==> src/rtl/mem_port_arbiter.sv <==
// Shares one single-ported memory between instruction fetch and load/store ports.
// Round-robin tie-break, one outstanding read, read-response timeout with sticky error.
module mem_port_arbiter #(
  parameter int             AW       = 32,
  parameter int             DW       = 32,
  parameter int             TIMEOUT  = 16,
  parameter logic [DW-1:0]  ERR_DATA = 32'hDEAD_BEEF
) (
  input  logic          clk,
  input  logic          reset,
  input  logic          if_req,
  input  logic [AW-1:0] if_addr,
  output logic          if_gnt,
  output logic          if_rvalid,
  output logic [DW-1:0] if_rdata,
  input  logic          d_req,
  input  logic          d_we,
  input  logic [AW-1:0] d_addr,
  input  logic [DW-1:0] d_wdata,
  output logic          d_gnt,
  output logic          d_rvalid,
  output logic [DW-1:0] d_rdata,
  output logic          mem_valid,
  output logic          mem_we,
  output logic [AW-1:0] mem_addr,
  output logic [DW-1:0] mem_wdata,
  input  logic          mem_rvalid,
  input  logic [DW-1:0] mem_rdata,
  output logic          err
);

  localparam int            TW     = (TIMEOUT > 2) ? $clog2(TIMEOUT) : 1;
  localparam logic [TW-1:0] T_LAST = TW'(TIMEOUT - 1);

  typedef enum logic {IDLE, WAIT} state_t;

  state_t        state;
  logic          ptr;    // 1 = data port wins the next tie
  logic          owner;  // 1 = data port owns the outstanding read
  logic [TW-1:0] timer;
  logic          idle;
  logic          pick_d, pick_if;
  logic          rsp_fire;
  logic [DW-1:0] rsp_data;

  assign pick_d  = d_req  & (~if_req | ptr);
  assign pick_if = if_req & (~d_req  | ~ptr);

  // Grants are gated by reset so nothing reaches memory while reset is held.
  assign idle      = (state == IDLE) & ~reset;
  assign d_gnt     = idle & pick_d;
  assign if_gnt    = idle & pick_if;
  assign mem_valid = d_gnt | if_gnt;
  assign mem_we    = d_gnt & d_we;
  assign mem_addr  = d_gnt ? d_addr : if_addr;
  assign mem_wdata = d_wdata;

  // Real data wins over a timeout landing in the same cycle.
  assign rsp_fire = mem_rvalid | (timer == T_LAST);
  assign rsp_data = mem_rvalid ? mem_rdata : ERR_DATA;

  always_ff @(posedge clk or posedge reset) begin
    if (reset) begin
      state     <= IDLE;
      ptr       <= 1'b1;
      owner     <= 1'b0;
      timer     <= '0;
      err       <= 1'b0;
      if_rvalid <= 1'b0;
      d_rvalid  <= 1'b0;
      if_rdata  <= '0;
      d_rdata   <= '0;
    end else begin
      if_rvalid <= 1'b0;
      d_rvalid  <= 1'b0;
      case (state)
        IDLE: begin
          if (mem_rvalid) err <= 1'b1;
          if (mem_valid) begin
            ptr <= if_gnt;
            if (!mem_we) begin
              owner <= d_gnt;
              timer <= '0;
              state <= WAIT;
            end
          end
        end
        WAIT: begin
          timer <= timer + TW'(1);
          if (rsp_fire) begin
            if (!mem_rvalid) err <= 1'b1;
            if (owner) begin
              d_rdata  <= rsp_data;
              d_rvalid <= 1'b1;
            end else begin
              if_rdata  <= rsp_data;
              if_rvalid <= 1'b1;
            end
            state <= IDLE;
          end
        end
        default: state <= IDLE;
      endcase
    end
  end

endmodule

==> config.mk <==
export PLATFORM = sky130hd
export DESIGN_NAME = mem_port_arbiter
export DESIGN_NICKNAME = d
export VERILOG_FILES = /design/src/rtl/mem_port_arbiter.sv
export SDC_FILE = /design/constraint.sdc
export NUM_CORES = 1
export LEC_CHECK = 0
export ABC_AREA = 0
export BUFFER_PORTS_ARGS = -buffer_cell sky130_fd_sc_hd__buf_2
export CAP_MARGIN = 10
export CELL_PAD_IN_SITES_DETAIL_PLACEMENT = 0
export CELL_PAD_IN_SITES_GLOBAL_PLACEMENT = 2
export CORE_MARGIN = 1.5
export CORE_UTILIZATION = 27
export DETAILED_ROUTE_END_ITERATION = 8
export PLACE_DENSITY = 0.91
export RECOVER_POWER = 25
export SLEW_MARGIN = 20
export SYNTH_ARGS = -nofsm -noshare
export SYNTH_HDL_FRONTEND = slang
export SYNTH_SLANG_ARGS = --single-unit
==> constraint.sdc <==
create_clock -name clk -period 3.85 [get_ports clk]
set_input_delay 0.385 -clock clk [delete_from_list [all_inputs] [get_ports clk]]
set_output_delay 0.385 -clock clk [all_outputs]
set_load 0.02 [all_outputs]
Word level (Yosys, flattened, before mapping)
Cells that the tools add are included.
{ "word_totals": {"input_bits": 134, "regBits": 74, "wordCells": 58, "out_inout_bits": 135} }
{ "op_classes": {"add_sub_neg": 1, "muxes": 19, "reduce_logical": 6, "bitwise": 17, "n_eq_ne": 6} }
{ "ops": {"columns": ["operator", "n"], "rows": [
  ["32-bit two-way mux", 2],
  ["1-bit two-way mux", 12],
  ["3-bit AND reduction", 4],
  ["4-bit two-way mux", 2],
  ["2-bit inequality test (second input constant)", 4],
  ["4-bit case mux with 2 select lines", 1],
  ["1-bit NOT", 7],
  ["1-bit bitwise AND", 6],
  ["4-bit by 1-bit adder with 4-bit output (second input constant)", 1],
  ["4-bit == test (second input constant)", 1],
  ["1-bit OR", 4],
  ["1-bit case mux with 2 select lines", 2],
  ["2-bit AND reduction", 2],
  ["2-bit by 1-bit inequality test with 1-bit output (second input constant)", 1]
]} }

Logic depth before layout (Yosys ltp)
Gate-level depths: netlist of the first run.
{ "depth": {"word_depth": 8, "ltp_mapped": 7, "mapped_depth_nobuf": 5} }

Worst setup path before layout of the first run
Ideal clock, no wire load.
{ "synth_path": {"path_type": "input -> register", "from": "in reset", "to": "reg timer[0]", "t_required_ns": 3.632, "path_buffers": 0, "path_slack_ns": 1.528, "arrival_time_ns": 2.104, "stages": 2, "setup_time_ns": 0.218, "path_cell_list": "inv_1 > a31oi_1"} }
{ "synth_between": {"elab_chain_cells": 6} }
{ "synth_lines": {"columns": ["item", "line", "rtl"], "rows": [
  ["from (decl)", "10", "input logic reset,"],
  ["1-bit NOT *", "50", "assign idle = (state == IDLE) & ~reset;"],
  ["1-bit bitwise AND *", "50", null],
  ["1-bit bitwise AND (on tied branches)", "51, 52", null],
  ["1-bit bitwise AND / 1-bit OR (equally long branches)", "54, 53", null],
  ["2-bit inequality test (no line)", null, null],
  ["2-bit AND reduction (no line) *", null, null],
  ["to (signal assigned)", "89", "timer <= timer + TW'(1);"],
  ["to (decl)", "40", "logic [TW-1:0] timer;"]
]} }
Mark *: on every way between the ends. The rest lies on a longest branch, timed or not.
A chain may end at the register's enable or synchronous reset.

Worst setup path in the final report of the first run
{ "layout_path": {"from": "reg state", "to": "out mem_addr[30]"} }
{ "layout_between": {"elab_chain_cells": 4} }
{ "layout_lines": {"columns": ["item", "line", "rtl"], "rows": [
  ["from (decl)", "37", "state_t state;"],
  ["from (signal assigned)", "64", "state <= IDLE;"],
  ["from (signal assigned)", "84", "state <= WAIT;"],
  ["from (signal assigned)", "99", "state <= IDLE;"],
  ["1-bit NOT (no line)", null, null],
  ["1-bit bitwise AND", "50", null],
  ["1-bit bitwise AND", "51", "assign d_gnt = idle & pick_d;"],
  ["32-bit two-way mux", "55", "assign mem_addr = d_gnt ? d_addr : if_addr;"],
  ["to (decl)", "25", "output logic [AW-1:0] mem_addr,"]
]} }
No other way between the ends.

==> summary.txt, run 1 <==
GRT
  • Initial antenna violation count: 1
  • Gr usage total: roughly 16%
  • Largest net degree at the start of global routing: 44
  • Vias in the first global route: about 3.1k
  • GRT overflow: 0
  • First-pass GRT wire length: ~19 mm

Clocking
  • TritonCTS Buffers: 9
  • CTS tree: yes
  • Hold buffer count at CTS: 0
  • Max clock buf depth: 2
  • Clk root buf: clkbuf_16
  • Clock tree sinks: between 70 and 80
  • Clock slew at reported path FFs: approximately 0.060 ns
  • Post_cts resized: 0
  • Worst-Skew Late Latency: 0.33 ns
  • Postcts setup bufs: 0
  • H-tree depth: 3

Timing
  • Final WS setup: 0.8891 ns
  • Tcrit/Tclk final: 76.91%
  • Final Critical Period: 2.961 ns
  • Max Clock Skew: 0.01136 ns
  • Worst slew pin tran: 1.429 ns
  • Fin Setup TNS: 0 ns
  • Endpoints failing setup: 0
  • Slew HR: ~4.7%
  • Final Hold Violating Endpoints: 0
  • Max-slew violations: 0
  • RSZ-0062 raised after global routing: false
  • Fmax: roughly 340 MHz
  • Hold_ws: just under 0.3 ns

Cells and area
  • Layout Area Growth over Synthesis: 28.21%
  • Diode count: 0
  • Layout cells sized above 1: between 60% and 70%
  • # nets final: 588

Floorplanning
  • CORE AREA: around 15,000 µm²
  • Die W: roughly 130 µm
  • Starting density of the core: between 20 and 30%
  • Die area: 15,670 µm²
  • Die H: approximately 130 µm
  • Site row count: between 40 and 50
  • Ports: ~270

Drt
  • WL/cell: 19.66 µm
  • Max Used Layer: met5
  • Initial DRT Pass Iterations: 4
  • Vias per inst: ~4.7
  • Drt total wl: about 13 mm
  • DRT antenna net count: 0
  • WL met3: roughly 1.1 mm
  • Iter 0 DRT Violations: roughly 110
  • DRC viols: 0
  • M1 WL: around 4.6 mm
  • Via count: about 3.0k
  • Met2 wire len: 6.495 mm

Yosys
  • Async SR Flop Fraction: 100.0%
  • Unique masters post-synth: 40
  • Sequential area share after synthesis: a little under half
  • Post-synth EDFFs: 0
  • Post-synth net total: 425
  • Mapped cell area: about 4000 µm²
  • Flops & latches, synth: between 70 and 80
  • Mapped Cells: 290
  • Syn. warnings: 0
  • Avg Cell Area, Syn: between 10 and 15 µm²
  • Synth Flop Type: dfrtp_1

Power
  • Clock network fraction of total power: between 20% and 30%
  • Sequential power share: between 30% and 40%
  • LEAKAGE: roughly 2.5 nW
  • Pwr/cell area: around 770 nW/µm²
  • Pint: 2.477 mW
  • VDD IR-drop max: a little under 0.0002 V
  • Switching Share: ~38%
  • Combinational Power Share: 42.8%
  • Net load switching power: 1.516 mW

Critical path
  • Max incr delay on CP: 0.58 ns
  • Nature of the critical path startpoint: flop
  • Critical path start-end classification: reg -> out
  • Worst-path fanout max: 34
  • Critical Path Sink Type: output port
  • Crit path DAT: around 2.6 ns
  • Critical path's slowest cell: nand3_4
  • Cell Chain, Critical Path: nor2_1 -> nand3_4 -> mux2_4 -> buf_2
  • Required @ worst endpoint: around 3.5 ns

Placement
  • IO Port Bufs: slightly above 200
  • RD Place Congestion: a little over 0.9
  • Post-Place Setup Slack: about 1.5 ns
  • DP Wirelength: 10.06 mm

Flow run
  • Max-Cap Viols: 0

Status
  • Status: finished clean

Min path
  • Worst Hold Class: in -> reg
-- state kept, by name (all words and copies together), names as in the netlist --
register   cells
err            1
owner          1
ptr            1
timer          4
if_rdata      32
d_rvalid       1
if_rvalid      1
d_rdata       32
state          1
-- final cells by class --
type,count,area [µm²]
well taps,184,230.2
inverters,6,32.53
multi-input cells,156,1709
repair buffers,206,1035
clock inverters,5,80.08
fillers,1459,9365
clock buffers,10,229.0
flip-flops and latches,74,1853
-- Yosys cell counts (2+ instances only) --
cell type	number	area [µm²]
dfrtp_1	73	1827
a2bb2oi_2	38	570.6
buf_4	32	240.2
mux2_4	28	420.4
nor2b_1	25	156.4
a32o_1	16	160.2
a2bb2oi_1	10	87.58
buf_2	8	40.04
buf_6	6	67.56
buf_8	4	60.06
clkbuf_1	4	15.01
inv_1	4	15.01
mux2_2	4	45.04
nor2_1	4	15.01
a31oi_1	3	18.77
nand2_1	3	11.26
a21oi_1	2	10.01
inv_6	2	17.52
o21a_1	2	15.01
xor2_1	2	17.52
-- worst paths after layout --
| check | startpoint | endpoint | slack (ns) | cells after the start |
|---|---|---|---|---|
| setup / recovery | state$_DFF_PP0_ | mem_addr[30] | 0.89 | 4 |
| hold / removal | if_req | owner$_DFFE_PP0P_ | 0.29 | 2 |
| setup reg to reg | state$_DFF_PP0_ | d_rdata[30]$_DFFE_PP0P_ | 1.70 | 4 |
| hold reg to reg | d_rdata[24]$_DFFE_PP0P_ | d_rdata[24]$_DFFE_PP0P_ | 0.50 | 1 |
| max in group asynchronous | reset | d_rdata[31]$_DFFE_PP0P_ | 2.17 | 3 |
| min in group asynchronous | reset | timer[1]$_DFFE_PP0P_ | 0.46 | 2 |
-- worst max-delay path, delay by kind of cell (launching register included) --
family,cells,cell delay (ns)
multiplexers,1,0.53
flip-flops,1,0.50
AND/OR/NAND/NOR,2,1.03
buffers and inverters,1,0.17
-- power groups by stage --
stage	logic (mW)	clock network [mW]	registers [mW]
floorplan	0.808	0	1.81
global placement	1.71	0	1.42
detailed placement	1.74	0	1.43
CTS	1.74	0.885	1.42
global route	1.81	0.921	1.47
finish	1.71	0.870	1.41
-- stage by stage --
stage                     std cells  instance area (µm²)  utilization [%]  total power [mW]
after floorplan                 290                 4031                -             2.614
after global placement          626                 4877            33.56             3.133
after detailed placement        626                 4877            33.56             3.172
after CTS                       641                 5186            35.68             4.047
after global routing            641                 5169            35.56             4.204
final                           641                 5169            35.56             3.993
-- placed cells by master (no fill, tap or decap), drive strengths merged --
master,n
a21bo,1
a21boi,1
a21oi,2
a2bb2oi,48
a31o,1
a31oi,3
a32o,16
a41oi,1
and2,1
and2b,1
buf,205
bufinv,2
clkbuf,11
clkinv,1
clkinvlp,2
dfrtp,73
dfstp,1
ha,1
inv,6
mux2,32
mux2i,1
nand2,5
nand2b,1
nand3,1
nand4,1
nor2,5
nor2b,25
o21a,2
o21ai,1
o21bai,1
or2,2
xnor2,1
xor2,2
-- kinds of logic after synthesis --
| kind of cell | synth area share (%) |
|---|---|
| AO/OA/AOI/OAI | 22.78 |
| XOR/XNOR | 0.6519 |
| adder cells (fa/ha/maj) | 0.3103 |
| buffers and inverters | 11.30 |
| flip-flops | 45.97 |
| multiplexers | 11.79 |
| AND/OR/NAND/NOR | 7.201 |
-- layer usage --
metal | GRT usage [%] | up-vias
met2 | 28.32 | 165
met4 | 7.754 | 2
met1 | 16.31 | 1458
met3 | 5.948 | 25
li1 | - | 1362
met5 | 0 | -
No activity file was read; power rests on OpenSTA's default activity.
==> run 2: changes to the inputs <==
--- a/config.mk
+++ b/config.mk
@@ -11,9 +11,9 @@
 export CELL_PAD_IN_SITES_DETAIL_PLACEMENT = 0
 export CELL_PAD_IN_SITES_GLOBAL_PLACEMENT = 2
 export CORE_MARGIN = 1.5
-export CORE_UTILIZATION = 27
+export CORE_UTILIZATION = 22
 export DETAILED_ROUTE_END_ITERATION = 8
-export PLACE_DENSITY = 0.91
+export PLACE_DENSITY = 0.79
 export RECOVER_POWER = 25
 export SLEW_MARGIN = 20
 export SYNTH_ARGS = -nofsm -noshare
==> constraint.sdc (replaced) <==
create_clock -name clk -period 2.4 [get_ports clk]
set_input_delay 0.24 -clock clk [delete_from_list [all_inputs] [get_ports clk]]
set_output_delay 0.24 -clock clk [all_outputs]
set_load 0.02 [all_outputs]
==> run 2 against run 1 <==
Effect of this change:
- core utilization shrank 5.8 points
- design area grew 3.5%
- worst setup slack got worse by 0.76 ns
- critical path type unchanged
- largest cell class unchanged
- highest routed layer is now met4
==> summary.txt, run 2 (same netlist as run 1, synthesis figures left out) <==
Critical path
  • Crit path DAT: 2.03 ns (-0.55 ns)
  • Required @ worst endpoint: 2.16 ns (-1.30 ns)
  • Critical Path Sink Type: output port
  • Worst-path fanout max: 20 (-41%)
  • Worst r2r src: timer[0]$_DFFE_PP0P_
  • FF-to-FF path depth: 5 (+1)
  • Critical path start-end classification: reg -> out
  • Reg2reg setup slack: 0.84 ns (-0.86 ns)
  • Max incr delay on CP: 0.56 ns (-0.02 ns)
  • Nature of the critical path startpoint: flop
  • Critical path's slowest cell: dfstp_2
  • Worst r2r dst: d_rdata[30]$_DFFE_PP0P_
  • Cell Chain, Critical Path: nand2b_1 -> nand3_4 -> buf_12 -> mux2_4 -> buf_2

Clocking
  • TritonCTS Buffers: 9 (unchanged)
  • Clock slew at reported path FFs: 0.06 ns (about the same)
  • Clock tree sinks: 74 (unchanged)
  • CTS tree: yes
  • Worst-Skew Late Latency: 0.33 ns (about the same)
  • Max clock buf depth: 2 (unchanged)
  • H-tree depth: 3 (unchanged)
  • Postcts setup bufs: 0 (unchanged)
  • Clk root buf: clkbuf_16

Timing
  • Worst slew pin tran: 1.120 ns (-0.3090 ns)
  • Final Critical Period: about 2.3 ns
  • Max Clock Skew: 0.006079 ns (-0.005284 ns)
  • Endpoints failing setup: 0 (unchanged)
  • Final Hold Violating Endpoints: 0 (unchanged)
  • Max-slew violations: 0 (unchanged)
  • Slew HR: 25.28% (+21 points)
  • RSZ-0062 raised after global routing: false
  • Fin Setup TNS: 0 ns (unchanged)
  • Fmax: 440.1 MHz
  • Tcrit/Tclk final: a little over nine tenths

Placement
  • Placed cell area: 4991 µm² (+2.3%)
  • DP Wirelength: 9.331 mm (-7.3%)
  • RD Place Congestion: 0.7809 (-14%)
  • IO Port Bufs: 204 (unchanged)

Cells and area
  • Layout cells sized above 1: 66.81% (+1.2 points)
  • Most frequent cells in the layout: buf_2 (203), dfrtp_1 (72), a2bb2oi_2 (38)
  • Biggest regs: d_rdata x32, if_rdata x32, timer x4
  • Final instance area: 5349 µm² (+3.5%)
  • Layout Area Growth over Synthesis: 32.68%
  • Final core utilization: 29.78% (-5.8 points)
  • # nets final: 594 (+1.0%)
  • Diode count: 0 (unchanged)
  • Filler cells: 1,885 (+29%)
  • Most common cell after layout, fill and taps aside: buf_2

Floorplanning
  • Die H: 138.4 µm (+11%)
  • Die W: 138.4 µm (+11%)
  • Starting density of the core: 22.44% (-5.3 points)
  • Die area: 19,140 µm² (+22%)
  • Site row count: 49 (+11%)
  • CORE AREA: 17,960 µm² (+24%)
  • Ports: 269 (unchanged)

Power
  • VDD IR-drop max: 0.0004790 V (+140%)
  • Pwr/cell area: 1233 nW/µm² (+60%)
  • Power Total: 6.596 mW (+65%)
  • LEAKAGE: 2.579 nW (+2.9%)

Min path
  • Hold Crit Endpoint: owner$_DFFE_PP0P_
  • Min-delay src: if_req
  • Worst Hold Class: in -> reg
  • Worst Hold Depth: 2 (unchanged)

Drt
  • Iter 0 DRT Violations: 77 (-32%)
  • Drt total wl: 12.07 mm (-4.3%)
  • DRT antenna net count: 0 (unchanged)
  • DRC viols: 0 (unchanged)
  • WL/cell: 17.41 µm (-11%)
  • Via count: 3,001 (-0.37%)
  • Vias per inst: 4.330 (-7.8%)
  • Initial DRT Pass Iterations: 4 (unchanged)

GRT
  • First-pass GRT wire length: 18.58 mm (-0.56%)
  • Gr usage total: 12.41% (-3.4 points)
  • Vias in the first global route: 3,272 (+4.4%)
  • Largest net degree at the start of global routing: 28 (-36%)
  • Initial antenna violation count: 0 (-1)
  • GRT overflow: 0 (unchanged)

Flow run
  • Max-Cap Viols: 0 (unchanged)

Status
  • Status: finished clean
[run 2: cell count changes in the layout (fill, tap and decap cells not counted), sizes merged]
cell / before / now
buf: 205 / 210
bufinv: 2 / 3
clkbuf: 11 / 13
clkinvlp: 2 / 0
inv: 6 / 7
[run 2: worst max path at each step]
| stage | start | end | slack [ns] | depth (start not counted) |
|---|---|---|---|---|
| 2_1_floorplan | reset | timer[0]$_DFFE_PP0P_ | 0.22 | 2 |
| 3_3_place_gp | state$_DFF_PP0_ | mem_addr[23] | 0.48 | 5 |
| 3_5_place_dp | state$_DFF_PP0_ | mem_addr[23] | 0.43 | 5 |
| 4_1_cts | state$_DFF_PP0_ | mem_addr[23] | 0.05 | 5 |
| 5_1_grt | ptr$_DFFE_PP1P_ | mem_addr[23] | 0.02 | 5 |
| 6_report | ptr$_DFFE_PP1P_ | mem_addr[23] | 0.13 | 5 |
[run 2: metal layers]
layer  routed length (µm)  vias up  track usage [%]
met5                    0        -                0
met4                  121        0            3.380
met3                 1017       12            4.434
met2                 6243      160            22.62
met1                 4682     1467            13.56
li1                     -     1362                -
[run 2: area by class of cell]
class	count	area [µm²]	area share, %
clock buffer	11	252.7	4.725
clock inverter	5	107.6	2.012
inverter	6	32.53	0.6082
multi-input combinational	156	1725	32.26
sequential	74	1854	34.67
tap	229	286.5	5.357
timing repair buffer	212	1090	20.37
[run 2: per-stage QoR]
stage / cells / hold WS (ns) / setup WS, ns
after floorplan: 290 / 0.3374 / 0.2231
after global placement: 677 / 0.4206 / 0.4760
after detailed placement: 677 / 0.4324 / 0.4270
after global routing: 693 / 0.1649 / 0.01925
final: 693 / 0.1758 / 0.1280
after CTS: 693 / 0.06678 / 0.05335
[run 2: critical path, delay by kind of cell (launching register included)]
family | cells | cell delay, ns
buffers and inverters | 2 | 0.42
flip-flops | 1 | 0.56
multiplexers | 1 | 0.31
AND/OR/NAND/NOR | 2 | 0.40
[run 2: what timing repair did]
action	CTS	global route
endpoints found under the setup margin	0	18
gates resized for setup	0	1
hold buffers	0	0
[run 2: power by group]
part           total (mW)  switching [mW]  internal (mW)
Clock                1.59           0.514           1.08
Sequential           2.26           0.421           1.84
Combinational        2.74            1.49           1.25
